<file path="src/rtl/ori_video_pkg.sv">
// Orion-128 video timing constants and fetch-address layout, shared by the
// timing generator, the pixel shifter and the RAM arbiter.
package ori_video_pkg;

  localparam int CLK_DIV  = 4;
  localparam int H_TOTAL  = 80;
  localparam int H_ACT    = 48;
  localparam int HS_START = 56;
  localparam int HS_LEN   = 6;
  localparam int V_TOTAL  = 312;
  localparam int V_ACT    = 256;
  localparam int VS_START = 270;
  localparam int VS_LEN   = 4;

  // Column-major Orion layout: screen base, byte column, scan line
  typedef struct packed {
    logic [1:0] base;
    logic [5:0] col;
    logic [7:0] line;
  } vaddr_t;

  // Port FA value 0 selects the top 16 KiB bank (C000), 3 selects 0000
  function automatic logic [1:0] scr_base(input logic [1:0] scr);
    return ~scr;
  endfunction

endpackage

</file>
<file path="src/rtl/ori_vtiming_if.sv">
// Timing/fetch bundle between ori_vtiming and its consumers (ori_pixel, arbiter).
interface ori_vtiming_if;
  import ori_video_pkg::*;

  logic [1:0] scr_sel_i;
  logic       cke_10m_o;
  logic       cke_pix_o;
  logic       acc_cpu_o;
  vaddr_t     vaddr_o;
  logic       hsync_n_o;
  logic       vsync_n_o;
  logic       de_o;
  logic       frame_o;

  modport master (
    input  scr_sel_i,
    output cke_10m_o, cke_pix_o, acc_cpu_o, vaddr_o,
           hsync_n_o, vsync_n_o, de_o, frame_o
  );

  modport slave (
    output scr_sel_i,
    input  cke_10m_o, cke_pix_o, acc_cpu_o, vaddr_o,
           hsync_n_o, vsync_n_o, de_o, frame_o
  );

endinterface

</file>
<file path="src/rtl/ori_modcnt.sv">
// Modulo-N counter with enable and wrap carry; exposes its next value so the
// parent can decode registered outputs one cycle ahead.
module ori_modcnt #(
  parameter int N = 2,
  parameter int W = $clog2(N)
) (
  input  logic         clk_i,
  input  logic         rst_n_i,
  input  logic         en_i,
  output logic [W-1:0] cnt_nxt_o,
  output logic         wrap_o
);

  logic [W-1:0] cnt_q, cnt_d;

  always_comb begin
    wrap_o = en_i && (cnt_q == W'(N - 1));
    cnt_d  = cnt_q;
    if (en_i) begin
      cnt_d = wrap_o ? '0 : cnt_q + 1'b1;
    end
  end

  assign cnt_nxt_o = cnt_d;

  always_ff @(posedge clk_i or negedge rst_n_i) begin
    if (!rst_n_i) cnt_q <= '0;
    else          cnt_q <= cnt_d;
  end

endmodule

</file>
<file path="src/rtl/ori_vtiming.sv">
// Orion-128 video timing and fetch-address generator: dot/byte strobes, CPU vs
// video RAM window, column-major fetch address, syncs and display enable.
module ori_vtiming
  import ori_video_pkg::*;
#(
  parameter int CLK_DIV  = ori_video_pkg::CLK_DIV,
  parameter int H_TOTAL  = ori_video_pkg::H_TOTAL,
  parameter int H_ACT    = ori_video_pkg::H_ACT,
  parameter int HS_START = ori_video_pkg::HS_START,
  parameter int HS_LEN   = ori_video_pkg::HS_LEN,
  parameter int V_TOTAL  = ori_video_pkg::V_TOTAL,
  parameter int V_ACT    = ori_video_pkg::V_ACT,
  parameter int VS_START = ori_video_pkg::VS_START,
  parameter int VS_LEN   = ori_video_pkg::VS_LEN
) (
  input  logic          clk_i,
  input  logic          por_n_i,
  ori_vtiming_if.master vif
);

  localparam int P    = 8 * CLK_DIV;
  localparam int CD_W = $clog2(CLK_DIV);
  localparam int PH_W = $clog2(P);
  localparam int H_W  = ($clog2(H_TOTAL) > 6) ? $clog2(H_TOTAL) : 6;
  localparam int V_W  = ($clog2(V_TOTAL) > 8) ? $clog2(V_TOTAL) : 8;

  logic [PH_W-1:0] ph_n;
  logic [H_W-1:0]  h_n;
  logic [V_W-1:0]  v_n;
  logic            ph_wrap, h_wrap, v_wrap;

  ori_modcnt #(.N(P), .W(PH_W)) u_ph (
    .clk_i(clk_i), .rst_n_i(por_n_i), .en_i(1'b1),
    .cnt_nxt_o(ph_n), .wrap_o(ph_wrap)
  );

  ori_modcnt #(.N(H_TOTAL), .W(H_W)) u_h (
    .clk_i(clk_i), .rst_n_i(por_n_i), .en_i(ph_wrap),
    .cnt_nxt_o(h_n), .wrap_o(h_wrap)
  );

  ori_modcnt #(.N(V_TOTAL), .W(V_W)) u_v (
    .clk_i(clk_i), .rst_n_i(por_n_i), .en_i(h_wrap),
    .cnt_nxt_o(v_n), .wrap_o(v_wrap)
  );

  logic   scr_q, scr_unused;
  logic [1:0] scr_sel_q, scr_sel_d;
  logic   cke_10m_q, cke_10m_d, cke_pix_q, cke_pix_d, acc_cpu_q, acc_cpu_d;
  logic   hsync_n_q, hsync_n_d, vsync_n_q, vsync_n_d, de_q, de_d, frame_q, frame_d;
  logic   act_n;
  vaddr_t vaddr_q, vaddr_d;

  assign scr_q      = 1'b0;
  assign scr_unused = scr_q;

  // Decode from the next counter state so each registered output lines up
  // with the counter values of the cycle it is presented in.
  always_comb begin
    act_n     = (h_n < H_W'(H_ACT)) && (v_n < V_W'(V_ACT));
    scr_sel_d = v_wrap ? vif.scr_sel_i : scr_sel_q;
    cke_10m_d = &ph_n[CD_W-1:0];
    cke_pix_d = act_n && (ph_n == PH_W'(P - 1));
    acc_cpu_d = !(act_n && (ph_n >= PH_W'(2 * CLK_DIV)) && (ph_n <= PH_W'(4 * CLK_DIV - 1)));
    de_d      = (h_n >= H_W'(1)) && (h_n <= H_W'(H_ACT)) && (v_n < V_W'(V_ACT));
    hsync_n_d = !((h_n >= H_W'(HS_START)) && (h_n < H_W'(HS_START + HS_LEN)));
    vsync_n_d = !((v_n >= V_W'(VS_START)) && (v_n < V_W'(VS_START + VS_LEN)));
    frame_d   = (v_n == V_W'(VS_START)) && (h_n == '0) && (ph_n == '0);
    vaddr_d   = vaddr_q;
    if (ph_n == '0) begin
      vaddr_d.base = scr_base(scr_sel_d);
      vaddr_d.col  = (h_n < H_W'(H_ACT)) ? h_n[5:0] : 6'd0;
      vaddr_d.line = v_n[7:0];
    end
  end

  always_ff @(posedge clk_i or negedge por_n_i) begin
    if (!por_n_i) begin
      scr_sel_q <= 2'b00;
      cke_10m_q <= 1'b0;
      cke_pix_q <= 1'b0;
      acc_cpu_q <= 1'b1;
      hsync_n_q <= 1'b1;
      vsync_n_q <= 1'b1;
      de_q      <= 1'b0;
      frame_q   <= 1'b0;
      vaddr_q   <= '{base: scr_base(2'b00), col: 6'd0, line: 8'd0};
    end else begin
      scr_sel_q <= scr_sel_d;
      cke_10m_q <= cke_10m_d;
      cke_pix_q <= cke_pix_d;
      acc_cpu_q <= acc_cpu_d;
      hsync_n_q <= hsync_n_d;
      vsync_n_q <= vsync_n_d;
      de_q      <= de_d;
      frame_q   <= frame_d;
      vaddr_q   <= vaddr_d;
    end
  end

  assign vif.cke_10m_o = cke_10m_q;
  assign vif.cke_pix_o = cke_pix_q;
  assign vif.acc_cpu_o = acc_cpu_q;
  assign vif.vaddr_o   = vaddr_q;
  assign vif.hsync_n_o = hsync_n_q;
  assign vif.vsync_n_o = vsync_n_q;
  assign vif.de_o      = de_q;
  assign vif.frame_o   = frame_q;

endmodule

</file>
<file path="src/flat_wrapper.sv">
// flat-port wrapper written by rule: the top's interface ports become plain ports
module ori_vtiming_flat import ori_video_pkg::*;
#(
  parameter int CLK_DIV  = ori_video_pkg::CLK_DIV,
  parameter int H_TOTAL  = ori_video_pkg::H_TOTAL,
  parameter int H_ACT    = ori_video_pkg::H_ACT,
  parameter int HS_START = ori_video_pkg::HS_START,
  parameter int HS_LEN   = ori_video_pkg::HS_LEN,
  parameter int V_TOTAL  = ori_video_pkg::V_TOTAL,
  parameter int V_ACT    = ori_video_pkg::V_ACT,
  parameter int VS_START = ori_video_pkg::VS_START,
  parameter int VS_LEN   = ori_video_pkg::VS_LEN
)
  (clk_i, por_n_i, vif_scr_sel_i, vif_cke_10m_o, vif_cke_pix_o, vif_acc_cpu_o, vif_vaddr_o, vif_hsync_n_o, vif_vsync_n_o, vif_de_o, vif_frame_o);
  ori_vtiming_if vif_i ();
  input  logic clk_i;
  input  logic por_n_i;
  input wire logic [$bits(vif_i.scr_sel_i)-1:0] vif_scr_sel_i;
  output wire logic [$bits(vif_i.cke_10m_o)-1:0] vif_cke_10m_o;
  output wire logic [$bits(vif_i.cke_pix_o)-1:0] vif_cke_pix_o;
  output wire logic [$bits(vif_i.acc_cpu_o)-1:0] vif_acc_cpu_o;
  output wire logic [$bits(vif_i.vaddr_o)-1:0] vif_vaddr_o;
  output wire logic [$bits(vif_i.hsync_n_o)-1:0] vif_hsync_n_o;
  output wire logic [$bits(vif_i.vsync_n_o)-1:0] vif_vsync_n_o;
  output wire logic [$bits(vif_i.de_o)-1:0] vif_de_o;
  output wire logic [$bits(vif_i.frame_o)-1:0] vif_frame_o;
  assign vif_i.scr_sel_i = vif_scr_sel_i;
  assign vif_cke_10m_o = vif_i.cke_10m_o;
  assign vif_cke_pix_o = vif_i.cke_pix_o;
  assign vif_acc_cpu_o = vif_i.acc_cpu_o;
  assign vif_vaddr_o = vif_i.vaddr_o;
  assign vif_hsync_n_o = vif_i.hsync_n_o;
  assign vif_vsync_n_o = vif_i.vsync_n_o;
  assign vif_de_o = vif_i.de_o;
  assign vif_frame_o = vif_i.frame_o;
  ori_vtiming #(.CLK_DIV(CLK_DIV), .H_TOTAL(H_TOTAL), .H_ACT(H_ACT), .HS_START(HS_START), .HS_LEN(HS_LEN), .V_TOTAL(V_TOTAL), .V_ACT(V_ACT), .VS_START(VS_START), .VS_LEN(VS_LEN)) u_core (.clk_i(clk_i), .por_n_i(por_n_i), .vif(vif_i));
endmodule
</file>
<file path="config.mk">
export PLATFORM = sky130hd
export DESIGN_NAME = ori_vtiming_flat
export DESIGN_NICKNAME = d
export VERILOG_FILES = /design/src/rtl/ori_video_pkg.sv /design/src/rtl/ori_vtiming_if.sv /design/src/rtl/ori_modcnt.sv /design/src/rtl/ori_vtiming.sv /design/src/flat_wrapper.sv
export SDC_FILE = /design/constraint.sdc
export NUM_CORES = 1
export LEC_CHECK = 0
export ABC_AREA = 1
export CAP_MARGIN = 25
export CELL_PAD_IN_SITES_DETAIL_PLACEMENT = 0
export CELL_PAD_IN_SITES_GLOBAL_PLACEMENT = 1
export CORE_ASPECT_RATIO = 0.9
export CORE_MARGIN = 3
export CORE_UTILIZATION = 44
export DETAILED_ROUTE_END_ITERATION = 8
export GPL_TIMING_DRIVEN = 0
export HOLD_SLACK_MARGIN = 0.06
export PLACE_DENSITY = 0.88
export SLEW_MARGIN = 5
export SYNTH_ARGS = -nofsm -noshare
export SYNTH_HDL_FRONTEND = slang
export SYNTH_SLANG_ARGS = --single-unit
</file>
<file path="constraint.sdc">
create_clock -name clk_i -period 4.7 [get_ports clk_i]
set_input_delay 0.705 -clock clk_i [delete_from_list [all_inputs] [get_ports clk_i]]
set_output_delay 0.705 -clock clk_i [all_outputs]
set_load 0.05 [all_outputs]
</file>
==> flow_summary.json <==
{
  "critPathSlowestCell": "dfrtp_1",
  "rows": 23,
  "swShare_pct": 20.7,
  "num-nets-final": 312,
  "final_hold_viol_count": 0,
  "post_cts_resized": 0,
  "period_share_pct": 50.4,
  "slew_violations": 0,
  "setup_ws_ns": 2.33,
  "die_w_um": 81.1,
  "multi_input_area_um2": 893,
  "clockBufferDepth": 2,
  "path_cells": "ha_1 -> nand2_1 -> nor2_1 -> ha_1 -> buf_6 -> nand2_4 -> inv_2 -> nand2_2 -> nor2_4 -> buf_6 -> nand2_4 -> nor2_4 -> xor2_2 -> nand3_1 -> nor2_1",
  "slew_headroom_pct": 65.6,
  "io-pin-count": 27,
  "seqCellArea_mm2": 0.00116,
  "dp_hpwl_um": 3560,
  "p_comb_share_pct": 1.7,
  "p_per_area_mw_per_mm2": 245,
  "drt-initial-drc-count": 117,
  "nFillCells": 430,
  "critPathArrivalTime_ns": 2.59,
  "period_minus_slack_ns": 2.37,
  "start_kind": "flop",
  "ant_nets": 0,
  "peakVddDrop_v": 0.000170,
  "final_cell_mix": "nand2_1, dfrtp_1, inv_1, nor2_1, nand3_1",
  "synth.avg_cell_area_um2": 8.26,
  "synthesis.nets": 278,
  "rsz0062_at_grt": "false",
  "wirelength_um": 4750,
  "grt_use_total_pct": 18.1,
  "wl_met2_um": 1930,
  "status": "finished, final reports clean",
  "clk_pin_slew_ns": 0.08,
  "gp_congestion": 0.817,
  "clockPowerShare_pct": 37.9,
  "final_core_util_pct": 57.4,
  "maxCapViolations": 0,
  "worst-slew-pin-transition_ns": 0.514,
  "grt_pass1_vias": 1725,
  "cts_sinks": 46,
  "h-tree-depth": 2,
  "fin_skew_ns": 0.00331,
  "hold_path_class": "in2async",
  "setup_tns_ns": 0,
  "ys.warnings.count": 0,
  "power.leakage_uw": 0.00136,
  "wl_met1_um": 2650,
  "required_ns": 4.93,
  "layout_commonest_cell": "nand2_1",
  "port_buffers": 26,
  "antenna_found_initial": 0,
  "critPathCaptureType": "flop",
  "start_util_pct": 47.9,
  "power.internal_uw": 519,
  "clock_latency_ns": 0.29,
  "setup_viol": 0,
  "dr.pass1.iters": 4,
  "synthToLayoutAreaGrowth_pct": 19.9,
  "route.detailed.drc": 0,
  "total_power_uw": 655,
  "synth_cell_type_count": 25,
  "dpl_worst_slack_ns": 2.37,
  "final_layout_size_suffix_gt1_share_pct": 11.1,
  "syn_inst": 270,
  "dieHeight_um": 73.6,
  "cts_buffers": 5,
  "cts_hold_buf": 0,
  "crit_type": "reg2reg",
  "cts_setup_buffers": 0,
  "synthesis.area_mm2": 0.00223,
  "coreArea_mm2": 0.00466,
  "top_layer": "met4",
  "vias": 1766,
  "seq_power_share_pct": 60.4,
  "num_antenna_cells": 0,
  "cts_root_buf": "clkbuf_8",
  "vias_per_cell": 4.81,
  "cts_tree": "built",
  "overflow": 0,
  "max_freq_ghz": 0.422,
  "die_area_mm2": 0.00596,
  "slowest_delay_ns": 0.41,
  "wl_met3_um": 141,
  "p_sw_uw": 136,
  "avgRoutedWirePerCell_um": 12.9,
  "grt_pass1_wl_um": 8140,
  "cp_max_fo": 10,
  "grt_max_degree": 31,
  "yosysSeqAreaShare_pct": 51.9,
  "ys_ff_latch": 46
}
## worst paths after layout
check | from | endpoint | slack, ns | depth (start not counted)
worst min-delay path | por_n_i | u_core.u_ph.cnt_q[0] | 0.33 | 1
worst max-delay path | u_core.u_ph.cnt_q[0] | u_core.vif.frame_o | 2.33 | 15
max in group asynchronous | por_n_i | u_core.vif.vsync_n_o | 3.80 | 2
min in group clk_i | u_core.scr_sel_q[1] | u_core.scr_sel_q[1] | 0.48 | 2
worst min register to register | u_core.scr_sel_q[1] | u_core.scr_sel_q[1] | 0.48 | 2
worst max register to register | u_core.u_ph.cnt_q[0] | u_core.vif.frame_o | 2.33 | 15
## flip-flops by register name, summed over array words and instances, names as in the netlist
name and count:
u_core.vif.acc_cpu_o 1, u_core.u_h.cnt_q 7, u_core.vif.hsync_n_o 1, u_core.vif.vaddr_o 16, u_core.scr_sel_q 2, u_core.vif.cke_10m_o 1, u_core.vif.frame_o 1, u_core.u_ph.cnt_q 5
u_core.vif.de_o 1, u_core.vif.cke_pix_o 1, u_core.u_v.cnt_q 9, u_core.vif.vsync_n_o 1
## per-layer routing
layer | GRT usage, % | up-vias
li1 | - | 918
met1 | 28.7 | 814
met2 | 24.6 | 32
met3 | 4.04 | 2
met4 | 4.50 | 0
met5 | 0 | -
## cell families after synthesis
| logic type | Yosys count | share of synthesized area, % |
|---|---|---|
| buffers and inverters | 43 | 8.08 |
| XOR/XNOR | 3 | 1.51 |
| AO/OA/AOI/OAI | 18 | 4.21 |
| flip-flops | 46 | 51.9 |
| AND/OR/NAND/NOR | 156 | 32.1 |
| adder cells (fa/ha/maj) | 4 | 2.24 |
## critical path, delay by kind of cell, from the launching register on
family                   cells  cell delay (ns)
AND/OR/NAND/NOR              9             0.93
flip-flops                   1             0.41
buffers and inverters        3             0.37
adder cells (fa/ha/maj)      2             0.35
XOR/XNOR                     1             0.24
## area by class of cell
type	count	area share (%)
clock buffer	8	3.37
inverter	38	5.33
tap	62	2.90
buffer	5	1.40
sequential	46	43.3
timing repair buffer	27	10.3
multi-input combinational	181	33.4
## synth_stat cells
cell | instances | area, um2
dfrtp_1 | 41 | 1030
nor2_2 | 3 | 18.8
nor2_1 | 28 | 105
nand2_2 | 3 | 18.8
o21bai_1 | 1 | 7.51
nand2_1 | 72 | 270
inv_1 | 35 | 131
buf_2 | 3 | 15.0
xor2_1 | 2 | 17.5
a31oi_1 | 1 | 6.26
xor2_2 | 1 | 16.3
o21ai_1 | 1 | 5.00
nor3_1 | 6 | 30.0
nand3_1 | 27 | 135
nand4_1 | 9 | 56.3
buf_6 | 2 | 22.5
a21oi_1 | 1 | 5.00
o21ai_0 | 14 | 70.1
nor2_4 | 4 | 45.0
or2_0 | 1 | 6.26
nand3b_1 | 1 | 7.51
nand2_4 | 2 | 22.5
ha_1 | 4 | 50.1
inv_2 | 3 | 11.3
dfstp_2 | 5 | 131
## power groups by stage
stage               Sequential (uW)  Clock, uW  Combinational, uW
detailed placement              403          0               12.0
floorplan                       403          0           0.000825
finish                          396        248               11.4
global placement                403          0               10.3
CTS                             396        255               12.0
global route                    396        270               13.1
## metrics by stage
step           instances  hold slack (ns)  instance area, um2
6_report             367            0.330                2670
5_1_grt              367            0.341                2670
4_1_cts              367            0.332                2670
3_5_place_dp         359            0.460                2580
3_3_place_gp         358            0.450                2570
2_1_floorplan        270            0.409                2230
(Power assumes the default switching activity.)
==> RTL edit 1: new RTL, same settings <==
`CLK_DIV`: 4 -> 8.
--- a/src/rtl/ori_video_pkg.sv
+++ b/src/rtl/ori_video_pkg.sv
@@ -3,5 +3,5 @@
 package ori_video_pkg;
 
-  localparam int CLK_DIV  = 4;
+  localparam int CLK_DIV  = 8;
   localparam int H_TOTAL  = 80;
   localparam int H_ACT    = 48;
Check against the original RTL: not equivalent (a bounded check fails within 4 cycles, from zero or initial values).
==> RTL edit 1 against the original RTL <==
Count of clock-buffer cells in the layout fell by 3; routed wire length increased by 10%; critical path depth fell by 14; power up 2.3%; synthesized area grew 9.7%; worst hold slack lost 0.049 ns; sequential cell count increased by 1; clock power rose by 2%; final area increased by 8.4%; register-to-register slack gained 0.32 ns; sequential power rose by 2%; combinational power barely moved; setup slack better by 0.021 ns; utilization shrank 2.9 points; largest cell class unchanged; largest power group unchanged.
==> RTL edit 1: results (changes against the original RTL) <==
stage;metric;value;unit;change
layout;fillers;530;;+23%
clock_network;PostCTS Resize Cnt;0;;unchanged
grt;initial antenna violation count;0;;unchanged
logic_synthesis;synthesized net count;320;;+15%
layout;Ant. Diodes;0;;unchanged
critical_path;top cell family by delay on the critical path;buffers and inverters;;
critical_path;flop-to-flop setup slack;2.65;ns;+0.32 ns
logic_synthesis;synth warn;0;;unchanged
power;Max rail drop VDD;0.208;mV;+23%
critical_path;terminus of the critical flop-to-flop path;u_core.vif.acc_cpu_o$_DFF_PN1_;;
grt;Total GRT Usage;17.7;%;-0.32 points
critical_path;Reg2Reg Depth;10;;-5
clock_network;worst-skew pair later-pin latency;0.30;ns;
clock_network;clk buf depth;2;;unchanged
grt;largest net degree at the start of global routing;36;;+16%
critical_path;CP arrival;1.64;ns;-0.95 ns
drt;final wirelength;5.24;mm;+10%
run;max capacitance violation total;0;;unchanged
timing;Final Skew;0.00875;ns;+0.00543 ns
outcome;status;completed;;
timing;Slew headroom;65.9;%;+0.33 points
drt;vias;2034;;+15%
grt;global-route wire length before repair;9.31;mm;+14%
logic_synthesis;Commonest cells post-synth;nand2_1, dfrtp_1, inv_1, nor2_1, nand3_1;;
drt;initial drt markers;135;;+15%
critical_path;CP Max Fanout;2;;-8
layout;nets;354;;+13%
placed_design;GP Congestion;0.835;;+2.2%
logic_synthesis;sequential area share after synthesis;48.3;%;-3.6 points
critical_path;CP max stage delay;0.79;ns;+0.38 ns
power;leakage;1.47;nW;+8.2%
layout;layout cells sized above 1;9.83;%;-1.3 points
clock_network;clock-pin slew on the worst setup and hold paths;0.09;ns;
hold_path;Hold Crit Class;in2async;;
critical_path;slowest cell on the critical path;clkdlybuf4s50_1;;
logic_synthesis;Synth cell types;27;;+8.0%
logic_synthesis;Synth area leaders;dfrtp_1, nand2_1, nand3_1;;
logic_synthesis;Async SR Flop Fraction;100;%;unchanged
placed_design;Post-DP HPWL;4.01;mm;+13%
## RTL edit 1: kinds of logic after synthesis
logic type | count (synthesis) | share of synthesized area [%]
xor+xnor | 6 | 2.15
simple gates | 188 | 34.3
fa+ha+maj | 5 | 2.56
compound gates | 20 | 4.65
buf+inv | 45 | 8.03
flops | 47 | 48.3
## RTL edit 1: cell type report
type                    instances  area (µm²)  share of cell area, %
flip-flops and latches         47        1180                   40.8
multi-input cells             219        1070                   36.9
plain buffers                   5        45.0                   1.55
inverters                      40         151                   5.22
clock buffers                   5        68.8                   2.37
repair buffers                 27         275                   9.50
well taps                      67        83.8                   2.89
clock inverters                 3        22.5                  0.777
## RTL edit 1: metal layers
metal  routed length [µm]  global-route usage (%)  vias up
met4                   87                    5.22        0
met2                 2140                    25.1       42
met1                 2830                    26.8      933
met5                    0                       0        -
met3                  180                    4.19       10
li1                     -                       -     1049
## RTL edit 1: where the power goes
| part | total [mW] | switching (mW) | internal, mW |
|---|---|---|---|
| Sequential | 0.404 | 0 | 0.404 |
| Combinational | 0.0114 | 0.00797 | 0.00341 |
| Clock | 0.254 | 0.146 | 0.108 |
| Total | 0.670 | 0.154 | 0.515 |
## RTL edit 1: metrics by stage
| stage | setup WS (ns) | util, % | instance area, µm² | cells | hold slack (ns) |
|---|---|---|---|---|---|
| 6_report | 2.35 | 54.5 | 2900 | 413 | 0.281 |
| 5_1_grt | 2.31 | 54.5 | 2900 | 413 | 0.283 |
| 4_1_cts | 2.34 | 54.5 | 2900 | 413 | 0.283 |
| 3_5_place_dp | 2.68 | 52.8 | 2810 | 405 | 0.463 |
| 3_3_place_gp | 1.62 | 52.5 | 2790 | 404 | 0.451 |
| 2_1_floorplan | 2.99 | - | 2450 | 311 | 0.409 |
## RTL edit 1: worst max-delay path by stage
| stage | startpoint | end | cells after the start |
|---|---|---|---|
| finish | u_core.vif.vaddr_o[14]$_DFFE_PN1P_ | vif_vaddr_o[14] | 1 |
| global route | u_core.vif.vaddr_o[15]$_DFFE_PN1P_ | vif_vaddr_o[15] | 1 |
| CTS | u_core.vif.vaddr_o[14]$_DFFE_PN1P_ | vif_vaddr_o[14] | 1 |
| detailed placement | u_core.u_ph.cnt_q[0]$_DFF_PN0_ | u_core.vif.frame_o$_DFF_PN0_ | 12 |
| global placement | por_n_i | u_core.u_ph.cnt_q[1]$_DFF_PN0_ | 1 |
| floorplan | u_core.u_ph.cnt_q[0]$_DFF_PN0_ | u_core.vif.frame_o$_DFF_PN0_ | 11 |
